### config.mk
export PLATFORM = sky130hd
export DESIGN_NAME = apb_timer_flat
export DESIGN_NICKNAME = d
export VERILOG_FILES = /design/src/rtl/apb_timer_if.sv /design/src/rtl/apb_timer.sv /design/src/flat_wrapper.sv
export SDC_FILE = /design/constraint.sdc
export NUM_CORES = 1
export LEC_CHECK = 0
export ABC_AREA = 1
export BUFFER_PORTS_ARGS = -buffer_cell sky130_fd_sc_hd__buf_2
export CAP_MARGIN = 20
export CORE_MARGIN = 2
export CORE_UTILIZATION = 50
export CTS_CLUSTER_SIZE = 20
export DETAILED_ROUTE_END_ITERATION = 16
export PLACE_DENSITY = 0.77
export SLEW_MARGIN = 30
export SYNTH_ARGS = -nofsm -noshare
export SYNTH_HDL_FRONTEND = slang
export SYNTH_SLANG_ARGS = --single-unit
export TNS_END_PERCENT = 10
### constraint.sdc
create_clock -name pclk -period 1.85 [get_ports pclk]
set_input_delay 0.2775 -clock pclk [delete_from_list [all_inputs] [get_ports pclk]]
set_output_delay 0.2775 -clock pclk [all_outputs]
set_load 0.05 [all_outputs]
### src/rtl/apb_timer_if.sv
// rtl/apb_timer_if.sv - APB bus bundle for the timer responder
interface apb_timer_if;
    logic        psel;
    logic        penable;
    logic        pwrite;
    logic [31:0] paddr;
    logic [31:0] pwdata;
    logic [31:0] prdata;
    logic        pready;
    logic        pslverr;

    modport master (
        output psel, penable, pwrite, paddr, pwdata,
        input  prdata, pready, pslverr
    );

    modport slave (
        input  psel, penable, pwrite, paddr, pwdata,
        output prdata, pready, pslverr
    );
endinterface

### src/rtl/apb_timer.sv
// rtl/apb_timer.sv - APB responder with a 32-bit down-counting timer and interrupt
module apb_timer #(
    parameter int unsigned WAIT_STATES = 1
) (
    input  logic        pclk,
    input  logic        prstn,
    apb_timer_if.slave  bus,
    output logic        irq
);
    typedef enum logic [1:0] {S_IDLE, S_WAIT, S_RESP} state_t;

    localparam logic [3:0] WS = 4'(WAIT_STATES);

    state_t      state_q, state_d;
    logic [2:0]  wcnt_q, wcnt_d;
    logic [2:0]  ctrl_q, ctrl_d;
    logic [31:0] load_q, load_d;
    logic [31:0] count_q, count_d;
    logic        exp_q, exp_d;
    logic        irq_q, irq_d;
    logic        pready_q, pready_d;
    logic        pslverr_q, pslverr_d;
    logic [31:0] prdata_q, prdata_d;

    logic        acc_err;
    logic        commit;
    logic        expire;
    logic        go_resp;
    logic [31:0] rd_val;

    // Register file, timer tick and write commit; writes override the tick
    always_comb begin
        acc_err = (bus.paddr[1:0] != 2'd0) || (bus.paddr[31:4] != 28'd0) ||
                  (bus.pwrite && (bus.paddr[3:2] == 2'd2));
        commit  = (state_q == S_RESP) && bus.psel && bus.pwrite && !acc_err;
        expire  = ctrl_q[0] && (count_q == 32'd0);

        ctrl_d  = ctrl_q;
        load_d  = load_q;
        count_d = count_q;
        exp_d   = exp_q;

        if (ctrl_q[0]) begin
            if (count_q != 32'd0) begin
                count_d = count_q - 32'd1;
            end else if (ctrl_q[1]) begin
                count_d = load_q;
            end else begin
                ctrl_d[0] = 1'b0;
            end
        end

        if (commit) begin
            case (bus.paddr[3:2])
                2'd0: ctrl_d = bus.pwdata[2:0];
                2'd1: begin
                    load_d  = bus.pwdata;
                    count_d = bus.pwdata;
                end
                2'd3: if (bus.pwdata[0]) exp_d = 1'b0;
                default: ;
            endcase
        end

        // A fresh expiry beats a simultaneous clear
        if (expire) exp_d = 1'b1;

        irq_d = exp_q & ctrl_q[2];
    end

    // Read mux sees the values that will be present during the response cycle
    always_comb begin
        rd_val = 32'd0;
        case (bus.paddr[3:2])
            2'd0: rd_val = {29'd0, ctrl_d};
            2'd1: rd_val = load_d;
            2'd2: rd_val = count_d;
            2'd3: rd_val = {31'd0, exp_d};
            default: ;
        endcase
    end

    // Bus handshake: setup -> wait states -> one-cycle response
    always_comb begin
        state_d   = state_q;
        wcnt_d    = wcnt_q;
        go_resp   = 1'b0;
        pready_d  = 1'b0;
        pslverr_d = 1'b0;
        prdata_d  = 32'd0;

        case (state_q)
            S_IDLE: begin
                if (bus.psel && !bus.penable) begin
                    wcnt_d = 3'd0;
                    if (WS == 4'd0) go_resp = 1'b1;
                    else            state_d = S_WAIT;
                end
            end
            S_WAIT: begin
                if (!bus.psel) begin
                    state_d = S_IDLE;
                end else if (bus.penable) begin
                    wcnt_d = wcnt_q + 3'd1;
                    if (({1'b0, wcnt_q} + 4'd1) == WS) go_resp = 1'b1;
                end
            end
            S_RESP:  state_d = S_IDLE;
            default: state_d = S_IDLE;
        endcase

        if (go_resp) begin
            state_d   = S_RESP;
            pready_d  = 1'b1;
            pslverr_d = acc_err;
            prdata_d  = acc_err ? 32'd0 : rd_val;
        end
    end

    // State registers with synchronous active-low reset
    always_ff @(posedge pclk) begin
        if (!prstn) begin
            state_q   <= S_IDLE;
            wcnt_q    <= 3'd0;
            ctrl_q    <= 3'd0;
            load_q    <= 32'd0;
            count_q   <= 32'd0;
            exp_q     <= 1'b0;
            irq_q     <= 1'b0;
            pready_q  <= 1'b0;
            pslverr_q <= 1'b0;
            prdata_q  <= 32'd0;
        end else begin
            state_q   <= state_d;
            wcnt_q    <= wcnt_d;
            ctrl_q    <= ctrl_d;
            load_q    <= load_d;
            count_q   <= count_d;
            exp_q     <= exp_d;
            irq_q     <= irq_d;
            pready_q  <= pready_d;
            pslverr_q <= pslverr_d;
            prdata_q  <= prdata_d;
        end
    end

    assign bus.pready  = pready_q;
    assign bus.pslverr = pslverr_q;
    assign bus.prdata  = prdata_q;
    assign irq         = irq_q;
endmodule

### src/flat_wrapper.sv
// flat-port wrapper written by rule: the top's interface ports become plain ports
module apb_timer_flat 
#(
    parameter int unsigned WAIT_STATES = 1
)
  (pclk, prstn, irq, bus_psel, bus_penable, bus_pwrite, bus_paddr, bus_pwdata, bus_prdata, bus_pready, bus_pslverr);
  apb_timer_if bus_i ();
  input  logic pclk;
  input  logic prstn;
  output logic irq;
  input wire logic [$bits(bus_i.psel)-1:0] bus_psel;
  input wire logic [$bits(bus_i.penable)-1:0] bus_penable;
  input wire logic [$bits(bus_i.pwrite)-1:0] bus_pwrite;
  input wire logic [$bits(bus_i.paddr)-1:0] bus_paddr;
  input wire logic [$bits(bus_i.pwdata)-1:0] bus_pwdata;
  output wire logic [$bits(bus_i.prdata)-1:0] bus_prdata;
  output wire logic [$bits(bus_i.pready)-1:0] bus_pready;
  output wire logic [$bits(bus_i.pslverr)-1:0] bus_pslverr;
  assign bus_i.psel = bus_psel;
  assign bus_i.penable = bus_penable;
  assign bus_i.pwrite = bus_pwrite;
  assign bus_i.paddr = bus_paddr;
  assign bus_i.pwdata = bus_pwdata;
  assign bus_prdata = bus_i.prdata;
  assign bus_pready = bus_i.pready;
  assign bus_pslverr = bus_i.pslverr;
  apb_timer #(.WAIT_STATES(WAIT_STATES)) u_core (.pclk(pclk), .prstn(prstn), .bus(bus_i), .irq(irq));
endmodule
==> out/results.tsv <==
stage	metric	value	unit
synthesis	count of cell types in the netlist	34	
die	I/O pins	104	
setup_path	Startpoint Class	flop	
grt	largest net degree at the start of global routing	73	
clock_tree	Clock Tree Buf Depth	2	
outcome	failing checks	negative setup slack	
power	cell internal pwr	3.368	mW
grt	initial antenna violation count	0	
die	Rows	41	
power	Worst VDD drop	0.6101	mV
cells_and_area	proportion of layout cells with a drive suffix above 1	27.20	%
setup_path	critical path endpoint category	flop	
timing	Min Clock Period, post-route	1879	ps
cells_and_area	Final #Nets	1263	
place	dpl hpwl	12590	µm
hold_path	type of the worst min-delay path	in2reg	
synthesis	Seq/Total Area, Yosys	33.72	%
power	Comb pwr share	4.6	%
synthesis	Post-synth EDFFs	0	
timing	Final WS setup	-28.88	ps
power	PwrDens	530.0	nW/µm²
clock_tree	CTS Sinks	108	
timing	RSZ-0062 raised after global routing	true	
die	die width	117.2	µm
synthesis	largest cells by area after synthesis	dfxtp_1 34%, nand2_1 19%, nor2_1 8.1%	
cells_and_area	Antenna diodes	0	
clock_tree	CTS tree	built	
detailed_routing	wire per inst	13.23	µm
timing	Final Cycle Share	101.6	%
power	P_leak	4.149	nW
detailed_routing	DR vias/cell	5.187	
setup_path	crit path kind	reg2reg	
clock_tree	clock latency on the worst-skew pair	370	ps
setup_path	crit path DAT	2160	ps
detailed_routing	Residual DRC	0	
grt	first-pass GRT wire length	29660	µm
synthesis	top-count cell post-synth	nand2_1	
synthesis	share of the synthesized area in the top cell type	33.72	%
synthesis	synth cell count leaders	331 x nand2_1, 138 x nor2_1, 108 x dfxtp_1	
flow_run	Max Cap Viol	0	
detailed_routing	Routed WL	18080	µm
power	total power	4.414	mW
synthesis	top cell type by total area after synthesis	dfxtp_1	
grt	gr usage total	26.81	%
clock_tree	cts hold-fix bufs	0	
die	die area	13740	µm²
power	Seq pwr share	52.8	%
setup_path	Crit Path Max Fanout	5	
setup_path	Critical Path RT	2130	ps
timing	Slew Limit Headroom	64.88	%
outcome	status	complete, but fails checks	
synthesis	Post-synth ARST share	0	%
clock_tree	Clock transition at path regs	80	ps
cells_and_area	synth-to-layout area growth	29.90	%
cells_and_area	Post-Layout Cell Count	1367	
die	initial core utilization	51.01	%
synthesis	YS warnings	0	
power	net switching power	1.046	mW
timing	final hold violations	0	
clock_tree	TritonCTS buffer count	9	
synthesis	Synth Net Count	1109	
clock_tree	root buf cell	clkbuf_16	
power	Clock Power Share	42.6	%
detailed_routing	first-pass iteration count of the detailed router	5	
timing	Pins Over Slew Limit	0	
grt	number of global-route vias before repair	6648	
timing	Max Fclk	532.2	MHz
timing	Worst Tran Pin Value	524.8	ps
die	Vert. Die Dim	117.2	µm
detailed_routing	Via Count	7091	
detailed_routing	ANT nets after route	0	
synthesis	top_reg_cell synth	dfxtp_1	
timing	endpoints failing setup	1	
timing	Clock Skew	8.678	ps
place	Port-buffer cells	103	
place	Placed Cells	1342	
synthesis	Cells after Synth	1036	
place	global placement routability congestion	0.8994	
die	core box area	12570	µm²
power	Sw Ratio	23.69	%
grt	GRT overflow	0	
cells_and_area	Layout Utilization	66.26	%
synthesis	Synth Area per Inst	6.188	µm²
synthesis	post-synthesis cell area	6411	µm²
detailed_routing	drt initial violations	457	
clock_tree	H-tree lvl count	3	
synthesis	Yosys reg bits	108	
-- metrics by stage --
step	setup TNS [ps]	cell area [µm²]	setup WS, ps	hold slack, ps
floorplan	0	6411	157.4	419.7
global placement	-291.6	7579	-84.10	465.8
detailed placement	-1002	7579	-168.9	464.0
CTS	-0.9339	7908	-0.9339	186.6
global route	-2696	8328	-136.0	208.1
finish	-28.88	8328	-28.88	207.3
-- power groups by stage --
stage | clock (mW) | combinational (mW) | sequential [mW]
6_report | 1.88 | 0.202 | 2.33
5_1_grt | 2.00 | 0.224 | 2.33
4_1_cts | 1.92 | 0.198 | 2.33
3_5_place_dp | 0 | 0.197 | 2.39
3_3_place_gp | 0 | 0.195 | 2.39
2_1_floorplan | 0 | 0.0836 | 2.39
-- final cells by class --
cell class	instances	area (µm²)
inverters	84	327.8
well taps	172	215.2
repair buffers	189	1341
clock inverters	6	47.55
flip-flops and latches	108	2183
clock buffers	10	239.0
multi-input cells	798	3974
fillers	1112	4240
-- layer usage --
metal / track usage, % / part of all wire (%) / vias to the layer above
li1: - / - / 3611
met1: 34.08 / 44 / 3245
met2: 46.25 / 48 / 198
met3: 4.634 / 5.8 / 37
met4: 8.627 / 2.2 / 0
met5: 0 / 0 / -
-- flip-flops by register name, indices dropped and copies added (netlist names) --
name and count:
u_core.wcnt_q 3, u_core.bus.pslverr 1, u_core.irq 1, u_core.exp_q 1
u_core.load_q 32, u_core.count_q 32, u_core.ctrl_q 3, u_core.bus.prdata 32
u_core.bus.pready 1, u_core.state_q 2
-- cells in the final DEF (no fill, tap or decap), types with 11 or more instances in the layout --
master,Yosys,routed
nand2_1,331,313
o21ai_0,83,78
o211ai_1,28,28
a21oi_2,0,11
or2_1,26,26
inv_1,78,74
nand3_1,73,70
nand2_2,6,21
nor2_1,138,110
dfxtp_1,108,95
a21oi_1,57,46
buf_4,4,67
buf_2,13,103
dfxtp_2,0,11
nor2_2,14,32
nor2_4,6,16
-- final timing paths --
check	from	end	slack [ps]	cells past startpoint
hold / removal	bus_pwdata[1]	u_core.count_q[1]	210	3
setup reg to reg	u_core.count_q[2]	u_core.bus.prdata[17]	-30	13
hold reg to reg	u_core.exp_q	u_core.irq	480	2
setup / recovery	u_core.count_q[2]	u_core.bus.prdata[17]	-30	13
-- worst max-delay path, cell delays in order (launching register included) --
cell     delay, ps
dfxtp_2        370
nor2_4         190
buf_12         130
nand3_4         70
nor2_4         110
nand2_2         70
nor2_4         190
buf_6          150
a21oi_2         50
nand2_1         60
nand2_1         60
nand2_1         60
nand2_1         60
a21oi_2        210
-- timing repair --
item | 4_1_cts | 5_1_grt
pin swaps | 1 | 34
setup endpoints to repair | 35 | 64
cloned | 0 | 1
gates resized for setup | 12 | 109
buffers inserted | 1 | 7
-- kinds of logic (layout without fill, tap and decap cells) --
family                     Yosys count  after routing  synth area share, %
and+or+nand+nor                    608            608                40.38
AOI/OAI and AO/OA                  177            177                15.16
buffers and inverters              130            289                8.724
DFF                                108            108                33.72
xor gates and xnor gates             9              9                1.230
adders and majority gates            4              4               0.7807
Note: power is estimated with default switching activity, not from simulation.
